[config.mk]
export PLATFORM = sky130hd
export DESIGN_NAME = keypad_display
export DESIGN_NICKNAME = d
export VERILOG_FILES = /design/src/rtl/keypad_display.sv
export SDC_FILE = /design/constraint.sdc
export NUM_CORES = 1
export LEC_CHECK = 0
export ABC_AREA = 1
export CORE_UTILIZATION = 43
export CTS_BUF_LIST = sky130_fd_sc_hd__clkbuf_2
export CTS_CLUSTER_SIZE = 10
export DETAILED_ROUTE_END_ITERATION = 8
export HOLD_SLACK_MARGIN = 0.02
export PLACE_DENSITY = 0.73
export SKIP_CTS_REPAIR_TIMING = 1
export SLEW_MARGIN = 0
export SYNTH_ARGS = -nofsm -noshare
export SYNTH_HDL_FRONTEND = slang
export SYNTH_SLANG_ARGS = --single-unit
export TNS_END_PERCENT = 10
[constraint.sdc]
create_clock -name clk -period 1.3 [get_ports clk]
set_input_delay 0.195 -clock clk [delete_from_list [all_inputs] [get_ports clk]]
set_output_delay 0.195 -clock clk [all_outputs]
set_load 0.005 [all_outputs]
[src/rtl/keypad_display.sv]
// keypad_display
// Decodes an externally driven, active-low 4x4 hex keypad and shows the most
// recently accepted key as one hex digit on a common-anode seven-segment
// display (active-low segments and digit enables, both registered).
//
// Optional feature macro: KEYPAD_DEBOUNCE_EN
//   undefined : a valid key is committed on the edge where it is sampled.
//   defined   : a key is committed only after DEBOUNCE_CYCLES consecutive
//               edges with the same valid code.
//
// Valid/commit contract: key_valid is high for a cycle where exactly one row
// line and exactly one column line are low; commit is the single-cycle strobe
// that loads the key register and the display registers, and nothing else
// writes them outside reset.

module keypad_display #(
    parameter int DEBOUNCE_CYCLES = 16
) (
    input  logic       clk,
    input  logic       rst_n,
    input  logic [3:0] row,
    input  logic [3:0] col,
    output logic [6:0] seg,
    output logic [3:0] an
);

    localparam logic [6:0] SEG_BLANK = 7'b1111111;
    localparam logic [3:0] AN_OFF    = 4'b1111;
    localparam logic [3:0] AN_DIGIT0 = 4'b1110;

    // A zero debounce length would never commit anything.
    if (DEBOUNCE_CYCLES < 1) begin : g_param_check
        $error("keypad_display: DEBOUNCE_CYCLES must be at least 1");
    end

    // Index of the single low bit of an active-low line group.
    function automatic logic [1:0] zero_index(input logic [3:0] v);
        logic [1:0] idx;
        case (v)
            4'b1110: idx = 2'd0;
            4'b1101: idx = 2'd1;
            4'b1011: idx = 2'd2;
            4'b0111: idx = 2'd3;
            default: idx = 2'd0;
        endcase
        return idx;
    endfunction

    // Hex glyphs, bit order g..a, active-low.
    function automatic logic [6:0] glyph(input logic [3:0] code);
        logic [6:0] g;
        case (code)
            4'h0: g = 7'b1000000;
            4'h1: g = 7'b1111001;
            4'h2: g = 7'b0100100;
            4'h3: g = 7'b0110000;
            4'h4: g = 7'b0011001;
            4'h5: g = 7'b0010010;
            4'h6: g = 7'b0000010;
            4'h7: g = 7'b1111000;
            4'h8: g = 7'b0000000;
            4'h9: g = 7'b0010000;
            4'hA: g = 7'b0001000;
            4'hB: g = 7'b0000011;
            4'hC: g = 7'b1000110;
            4'hD: g = 7'b0100001;
            4'hE: g = 7'b0000110;
            default: g = 7'b0001110;
        endcase
        return g;
    endfunction

    logic       key_valid;
    logic [3:0] key_code;
    logic       commit;
    logic [3:0] key_q;
    logic [3:0] key_next;

    // Decode the current row/column sample into a key code and validity.
    always_comb begin
        key_valid = (row inside {4'b1110, 4'b1101, 4'b1011, 4'b0111}) &&
                    (col inside {4'b1110, 4'b1101, 4'b1011, 4'b0111});
        key_code  = {zero_index(row), zero_index(col)};
    end

`ifdef KEYPAD_DEBOUNCE_EN
    localparam int         CW      = $clog2(DEBOUNCE_CYCLES + 1);
    localparam logic [CW-1:0] CNT_MAX = CW'(DEBOUNCE_CYCLES);
    localparam logic [CW-1:0] CNT_ONE = CW'(1);

    logic [3:0]    cand_q;
    logic          cand_v_q;
    logic [CW-1:0] cnt_q;
    logic [CW-1:0] cnt_next;

    // Count consecutive edges with an unchanged valid code; restart on any
    // change or on an invalid sample, saturate at the threshold.
    always_comb begin
        cnt_next = CNT_ONE;
        if (key_valid && cand_v_q && (key_code == cand_q)) begin
            cnt_next = (cnt_q == CNT_MAX) ? cnt_q : cnt_q + CNT_ONE;
        end
        commit = key_valid && (cnt_next == CNT_MAX);
    end

    // Candidate code and stability counter.
    always_ff @(posedge clk or negedge rst_n) begin
        if (!rst_n) begin
            cand_q   <= 4'h0;
            cand_v_q <= 1'b0;
            cnt_q    <= '0;
        end else begin
            cand_q   <= key_code;
            cand_v_q <= key_valid;
            cnt_q    <= cnt_next;
        end
    end
`else
    // Without debounce every valid sample is accepted at once.
    always_comb begin
        commit = key_valid;
    end
`endif

    // Next value of the stored key: new code on commit, otherwise held.
    always_comb begin
        key_next = commit ? key_code : key_q;
    end

    // Key register and display registers; blank until the first commit.
    always_ff @(posedge clk or negedge rst_n) begin
        if (!rst_n) begin
            key_q <= 4'h0;
            seg   <= SEG_BLANK;
            an    <= AN_OFF;
        end else begin
            key_q <= key_next;
            if (commit) begin
                seg <= glyph(key_next);
                an  <= AN_DIGIT0;
            end
        end
    end

endmodule

Word-level counts from Yosys, hierarchy flattened
Memory sizes are Yosys's and may differ from the RTL's. A register that Yosys moved wholly into a read port is not among the register bits.
Cells that the tools add are included.
{"block": "totals", "mem_count": 1, "elab_cells": 18, "ram_bits": 0, "latch_bits": 0, "regBits": 5, "romBits": 112}
{"block": "op_classes", "div": 0, "mul": 0, "n_mux": 3, "n_reduce_logical": 4, "n_eq_ne": 8, "bitwise": 0, "order_cmp": 0, "n_shift": 0, "add_sub_neg": 0}
{"name": "(name not given)", "depth": 16, "width": 7, "read_ports": 1, "rd_clocked_by_memory_dff": 1, "wr": 0, "line": "52", "rtl": "case (code)"}
{"op": "$eq 4x4->1 const B", "n": 6}
{"op": "$pmux 2 s3", "n": 2}
{"op": "$eq 4x3->1 const B", "n": 2}
{"op": "$reduce_bool 4->1", "n": 2}
{"op": "$mux 4", "n": 1}
{"op": "$logic_and 1x1->1", "n": 1}
{"op": "$logic_not 1->1", "n": 1}

Logic depth before layout (Yosys ltp)
Gate-level depths: netlist (run 1).
{"block": "depth", "ltp_word": 4, "mapped_depth": 16, "ltp_nobuf": 16}

Least setup slack after synthesis (run 1)
No wires, ideal clock.
{"block": "synth_timing", "kind": "input to register", "startpoint": "in col[3]", "endpoint": "reg seg[1]", "required_time_ns": 1.232, "stages": 15, "n_path_buf": 0, "path_slack_ns": -0.309, "arrival_time_ns": 1.541, "path_cell_list": "nand2_1 -> inv_2 -> nand3_2 -> nand2_4 -> nand2_4 -> nand2_1 -> nand2_1 -> inv_1 -> ha_1 -> inv_1 -> nor2_1 -> nand2_2 -> nand2_1 -> inv_1 -> a21oi_2"}
{"block": "synth_via", "elab_chain_len": 4}
{"item": "from (decl)", "line": "22", "rtl": "input logic [3:0] col,"}
{"item": "$eq 4x4->1 (tied with other cells)", "line": "82", "rtl": "(col inside {4'b1110, 4'b1101, 4'b1011, 4'b0111});"}
{"item": "$reduce_bool 4->1", "line": "82"}
{"item": "$logic_and 1x1->1", "line": "81", "rtl": "key_valid = (row inside {4'b1110, 4'b1101, 4'b1011, 4'b0111}) &&"}
{"item": "$mux 4 (*)", "line": "127", "rtl": "key_next = commit ? key_code : key_q;"}
{"item": "via key_next[0]", "line": "77", "rtl": "logic [3:0] key_next;"}
{"item": "to (decl)", "line": "23", "rtl": "output logic [6:0] seg,"}
The timed path passes the listed nets; every way through them passes the cells marked *.
A chain may end at the register's enable or synchronous reset.

Worst setup path after layout (run 1)
{"block": "layout_timing", "startpoint": "in col[3]", "endpoint": "reg seg[1]"}
{"block": "layout_via", "elab_chain_len": 4}
{"item": "$eq 4x4->1 (tied with other cells)", "line": "82"}
{"item": "$reduce_bool 4->1", "line": "82"}
{"item": "$logic_and 1x1->1", "line": "81"}
{"item": "$mux 4", "line": "127"}
Parallel ways exist; a longest one is shown, timed or not.

==> results of run 1 <==
==> state kept, by name (all words and copies together) (netlist names) <==
register,cells
seg,7
key_q,4
an,1
==> synthesized netlist by cell type <==
master / instances
dfstp_2: 8
nand3_1: 16
nor2_1: 8
inv_1: 21
nand2_2: 7
dfrtp_1: 4
inv_2: 2
nand2_1: 48
clkinv_1: 1
o21ai_4: 1
inv_4: 1
ha_1: 6
a21oi_2: 2
nand3_2: 3
conb_1: 1
a21oi_1: 3
nand2_4: 3
o21ai_0: 1
buf_4: 4
==> where the power goes <==
part	total (uW)	internal, uW	leakage [uW]	switching [uW]
registers	585	539	0.000133	46.8
clock network	217	81.5	0.0000166	135
logic	1000	474	0.000755	530
total	1810	1090	0.000905	712
==> critical path, cell delays in order <==
cell,delay (ns)
dlymetal6s2s_1,0.15
nand2_2,0.12
inv_2,0.09
nand3_2,0.09
nand2_4,0.11
nand2_4,0.09
nand2_4,0.10
nand2_8,0.08
ha_4,0.29
inv_4,0.03
nor2_4,0.09
nand2_2,0.05
nand2_1,0.06
inv_1,0.05
a21oi_2,0.12
==> logic make-up (layout without fill, tap and decap cells) <==
group	Yosys count	after routing	synth area share, %
AO/OA/AOI/OAI	7	8	5.56
adder cells (fa/ha/maj)	6	6	7.76
buffers and inverters	29	63	13.1
flip-flops	12	12	32.1
other	1	3	0.388
AND/OR/NAND/NOR	85	85	41.1
==> metal layers <==
layer	global-route usage, %	wire length, um
met1	23.1	1110
met2	31.3	1330
met3	4.67	106
met4	4.29	34
met5	0	0
==> cells in the final DEF, fill, tap and decap left out, drive strengths merged <==
cell type | synthesis | routed
nand2 | 58 | 58
inv | 24 | 24
buf | 4 | 19
nand3 | 19 | 19
dlymetal6s2s | 0 | 13
dfstp | 8 | 8
nor2 | 8 | 8
ha | 6 | 6
clkbuf | 0 | 5
a21oi | 5 | 5
dfrtp | 4 | 4
conb | 1 | 3
o21ai | 2 | 3
clkinv | 1 | 1
clkdlybuf4s50 | 0 | 1
==> final timing paths <==
| kind | start | to | slack, ns |
|---|---|---|---|
| max | col[3] | seg[1] | -0.19 |
| min | rst_n | key_q[2] | 0.18 |
| max reg2reg | key_q[0] | seg[1] | -0.03 |
| min reg2reg | an[0] | an[0] | 0.44 |
| max in group asynchronous | rst_n | seg[2] | 0.86 |
| min in group clk | an[0] | an[0] | 0.44 |
==> layout make-up <==
class	instances	area (um2)	area share (%)
Clock buffer	4	20.0	1.29
Timing Repair Buffer	34	340	22.0
Inverter	25	126	8.16
Tap cell	27	33.8	2.18
Sequential cell	12	310	20.0
Multi-Input combinational cell	102	718	46.4
==> metrics by stage <==
step           instance area, um2  setup slack, ns  std cells
5_1_grt                      1550           -0.309        204
3_3_place_gp                 1270           -0.819        193
2_1_floorplan                1020           -0.168        142
3_5_place_dp                 1270           -0.905        193
4_1_cts                      1290           -0.606        197
6_report                     1550           -0.192        204
==> impl_results.md, run 1 <==
* Remaining DRCs at 0
* Tmin final at 1.49 ns
* Share of the synthesized area in the top cell type at 21.7%
* Final setup viols at 7
* Setup crit end kind: register
* Pin count of the biggest net entering global routing at 15
* Vias post-DR at 1,004
* Clk Latency, worst-skew pair at 0.29 ns
* Core footprint at 0.00204 mm2
* First drt pass iteration count at 4
* Final-stage net count at 194
* Die width at 49.4 um
* Period utilisation layout at 115%
* Io pins at 21
* Die area at 0.00244 mm2
* Synthesized instance count at 140
* RSZ-0062 raised after global routing: yes
* Critical-path maximum fanout at 6
* Gpl congestion at 0.884
* Layout cells sized above 1 at 45.8%
* GRT Util Overall at 18.3%
* Site Rows at 16
* Area of the mapped netlist at 967 um2
* Final hold vios at 0
* CTS tree: yes
* Clock Sinks at 12
* ANT nets after route at 0
* Leakage power total at 0.000905 uW
* DPL Wire Length at 1.61 mm
* Initial drt markers at 24
* Synthesized area per cell at 6.91 um2
* Routed length per instance at 12.6 um
* Clk_skew at 0.0193 ns
* Worst Reg-to-Reg Cells at 10
* Violated checks: setup timing
* CTS buffer count at 3
* Vias per inst at 4.92
* Req. time, crit path at 1.54 ns
* Port Buf Inserts at 17
* Critical path type: input port to register
* Syn. warnings at 0
* Max-capacitance violation count at 0
* Worst Path Arrival at 1.73 ns
* Final wirelength at 2.58 mm
* Max Freq at 670 MHz
* Inserted Diodes at 0
* FILL cells at 144
* Worst Hold Class: input port to asynchronous set/reset pin
* Die Y at 49.4 um
* Initial Util at 47.4%
* Global route overflow at 0
* Yosys reg bits at 12
* First-pass GRT wire length at 3.46 mm
* Root buffer cell: clkbuf_2
* Design Power at 1810 uW
* Final worst slack at -0.192 ns
* H-tree depth reported by CTS at 1
* Fin. max-slew vios at 0
* Setup_tns at -0.943 ns
* WHS at 0.180 ns
* Vias in the first global route at 847
* Antenna violations before repair at 0
* Synth cell types at 19
* Status: finished, violations left
* Startpoint Class: input port
* Synthesis-to-layout area growth at 60.2%
* Power Density at 1170 mW/mm2
* Register clock-pin slew on the reported worst setup and hold paths at 0.13 ns
* Clock tree buffer depth at 2
* Post-synthesis sequential area ratio at 32.1%
* Post-synth top area cell: dfstp_2
* Max VDD drop at 904 uV
* Final Util at 75.9%
* Top cells by area, synth: dfstp_2, nand2_1, dfrtp_1
Power figures use the tool's default switching activity.
==> run 2, diff against run 1 <==
--- a/config.mk
+++ b/config.mk
@@ -6,12 +6,14 @@
 export NUM_CORES = 1
 export LEC_CHECK = 0
 export ABC_AREA = 1
-export CORE_UTILIZATION = 43
+export CELL_PAD_IN_SITES_DETAIL_PLACEMENT = 1
+export CELL_PAD_IN_SITES_GLOBAL_PLACEMENT = 1
+export CORE_UTILIZATION = 33
 export CTS_BUF_LIST = sky130_fd_sc_hd__clkbuf_2
 export CTS_CLUSTER_SIZE = 10
 export DETAILED_ROUTE_END_ITERATION = 8
 export HOLD_SLACK_MARGIN = 0.02
-export PLACE_DENSITY = 0.73
+export PLACE_DENSITY = 0.78
 export SKIP_CTS_REPAIR_TIMING = 1
 export SLEW_MARGIN = 0
 export SYNTH_ARGS = -nofsm -noshare
==> run 2 against run 1 <==
Effect of this change:
- the flow still finishes with violations (setup timing)
- sequential power hardly changed
- global-route usage is 1.4 points lower
- register-to-register slack got worse by 0.11 ns
==> impl_results.md, run 2 (synthesis results as in run 1) <==
* GRT Util Overall at 16.9%
* Synthesis-to-layout area growth at 74.6%
* Clock Sinks at 12
* Final setup viols at 8
* Period utilisation layout at 120%
* FILL cells at 322
* Leakage power total at 0.000919 uW
* Global route overflow at 0
* First-pass GRT wire length at 4.17 mm
* Antenna violations before repair at 0
* Max Freq at 643 MHz
* Vias in the first global route at 964
* Pin count of the biggest net entering global routing at 15
* Biggest register: seg
* Sw Ratio at 42.6%
* Die area at 0.00315 mm2
* Clock tree buffer depth at 2
* NetSw at 851 uW
* Core footprint at 0.00276 mm2
* Critical path type: input port to register
* Clk Latency, worst-skew pair at 0.30 ns
* Final worst slack at -0.255 ns
* Design Power at 2000 uW
* Final hold vios at 0
* Worst R2R Start: key_q[1]
* H-tree depth reported by CTS at 1
* Gpl congestion at 0.834
* Status: finished, violations left
* Port Buf Inserts at 17
* Flop pwr share at 29.5%
* CTS buffer count at 3
* Routed length per instance at 17.6 um
* Final-stage net count at 201
* Remaining DRCs at 0
* Final Util at 61.3%
* Violated checks: setup timing
* Wire length on met1 at 1.63 mm
* Internal cell power at 1150 uW
* Max VDD drop at 1060 uV
* Routed wl met2 at 1.97 mm
* Commonest cells after routing, fill and taps aside: nand2_1, buf_4, inv_1
* Die width at 56.1 um
* First drt pass iteration count at 4
* Comb pwr share at 60.0%
* Io pins at 21
* DPL Wire Length at 1.93 mm
* CTS tree: yes
* Highest routed layer: met4
* Initial drt markers at 44
* RSZ-0062 raised after global routing: yes
* Die Y at 56.1 um
* ANT nets after route at 0
* Dpl ws at -0.928 ns
* Max-capacitance violation count at 0
* Vias per inst at 4.92
* Max reg flops at 7
* Root buffer cell: clkbuf_2
* Clk pwr share at 10.5%
* Worst Path Arrival at 1.80 ns
* Power Density at 1180 mW/mm2
* Initial Util at 35.1%
* Vias post-DR at 1,058
* Worst setup path startpoint: row[3]
* Critical-path maximum fanout at 6
* Clk_skew at 0.00793 ns
* Setup crit end kind: register
* Commonest non-fill, non-tap cell in the layout: nand2_1
* Fin. max-slew vios at 0
* Req. time, crit path at 1.54 ns
* Top flop regs: seg (7), key_q (4), an (1)
* Worst Hold Class: input port to asynchronous set/reset pin
* Layout cells sized above 1 at 53.8%
* Final wirelength at 3.78 mm
* Register clock-pin slew on the reported worst setup and hold paths at 0.13 ns
* Startpoint Class: input port
* Met3 WL post-DR at 88 um
* Site Rows at 19
* Tmin final at 1.56 ns
* Inserted Diodes at 0
run 2: cell types whose count changed in the layout (fill, tap and decap cells not counted), moves of 2 or more:
cell            before  now
buf_4               13   19
clkbuf_2             5    8
dlymetal6s2s_1      13    9
inv_2                3    5
inv_4                3    1
inv_8                1    3
nand2_2             15   13
nand2_8              1    4
nand3_1             11    9
nand3_2              5    3
nand3_4              3    7
nor2_1               7    4
nor2_4               1    3
run 2: critical path, cell delays in order:
cell and delay, ns:
buf_6 0.09, buf_6 0.12, inv_8 0.05, nand2_4 0.04
nand2_2 0.07, nand2_2 0.07, nand2_4 0.13, nand2_8 0.09
nand2_4 0.10, nand2_8 0.09, buf_4 0.16, ha_4 0.16
nand3_2 0.08, nand2_1 0.07, nand2_1 0.06, nand2_1 0.06
nand2_1 0.09, nand2_1 0.06
run 2: final timing paths:
check / endpoint / slack [ns] / cells after the start
max: seg[0] / -0.26 / 18
min: key_q[3] / 0.18 / 2
max reg2reg: seg[0] / -0.14 / 11
min reg2reg: an[0] / 0.47 / 2
max in group asynchronous: seg[1] / 0.88 / 2
min in group clk: key_q[2] / 0.42 / 5
run 2: layout make-up:
type                            count  area [um2]  share of cell area [%]
Multi-Input combinational cell    102         823                    48.7
Timing Repair Buffer               41         374                    22.1
Sequential cell                    12         310                    18.4
Inverter                           25         124                    7.33
Tap cell                           31        38.8                    2.30
Clock buffer                        3        15.0                   0.889
Clock inverter                      1        3.75                   0.222
run 2: power groups by stage:
stage / sequential [uW] / combinational (uW) / clock, uW
5_1_grt: 604 / 1290 / 226
2_1_floorplan: 603 / 436 / 0
3_5_place_dp: 597 / 826 / 0
4_1_cts: 590 / 829 / 209
3_3_place_gp: 592 / 798 / 0
6_report: 588 / 1200 / 211
run 2: stage by stage:
step	std cells	hold slack [ns]	setup TNS [ns]	cell area [um2]
3_3_place_gp	199	0.431	-7.89	1290
2_1_floorplan	142	-0.101	-0.658	1020
6_report	215	0.184	-1.21	1690
3_5_place_dp	199	0.435	-8.63	1290
5_1_grt	215	0.198	-1.70	1690
4_1_cts	203	0.198	-6.75	1310
run 2: layer usage:
metal | up-vias | global-route usage (%)
li1 | 508 | -
met1 | 519 | 20.8
met2 | 19 | 29.1
met3 | 12 | 4.88
met4 | 0 | 4.18
met5 | - | 0
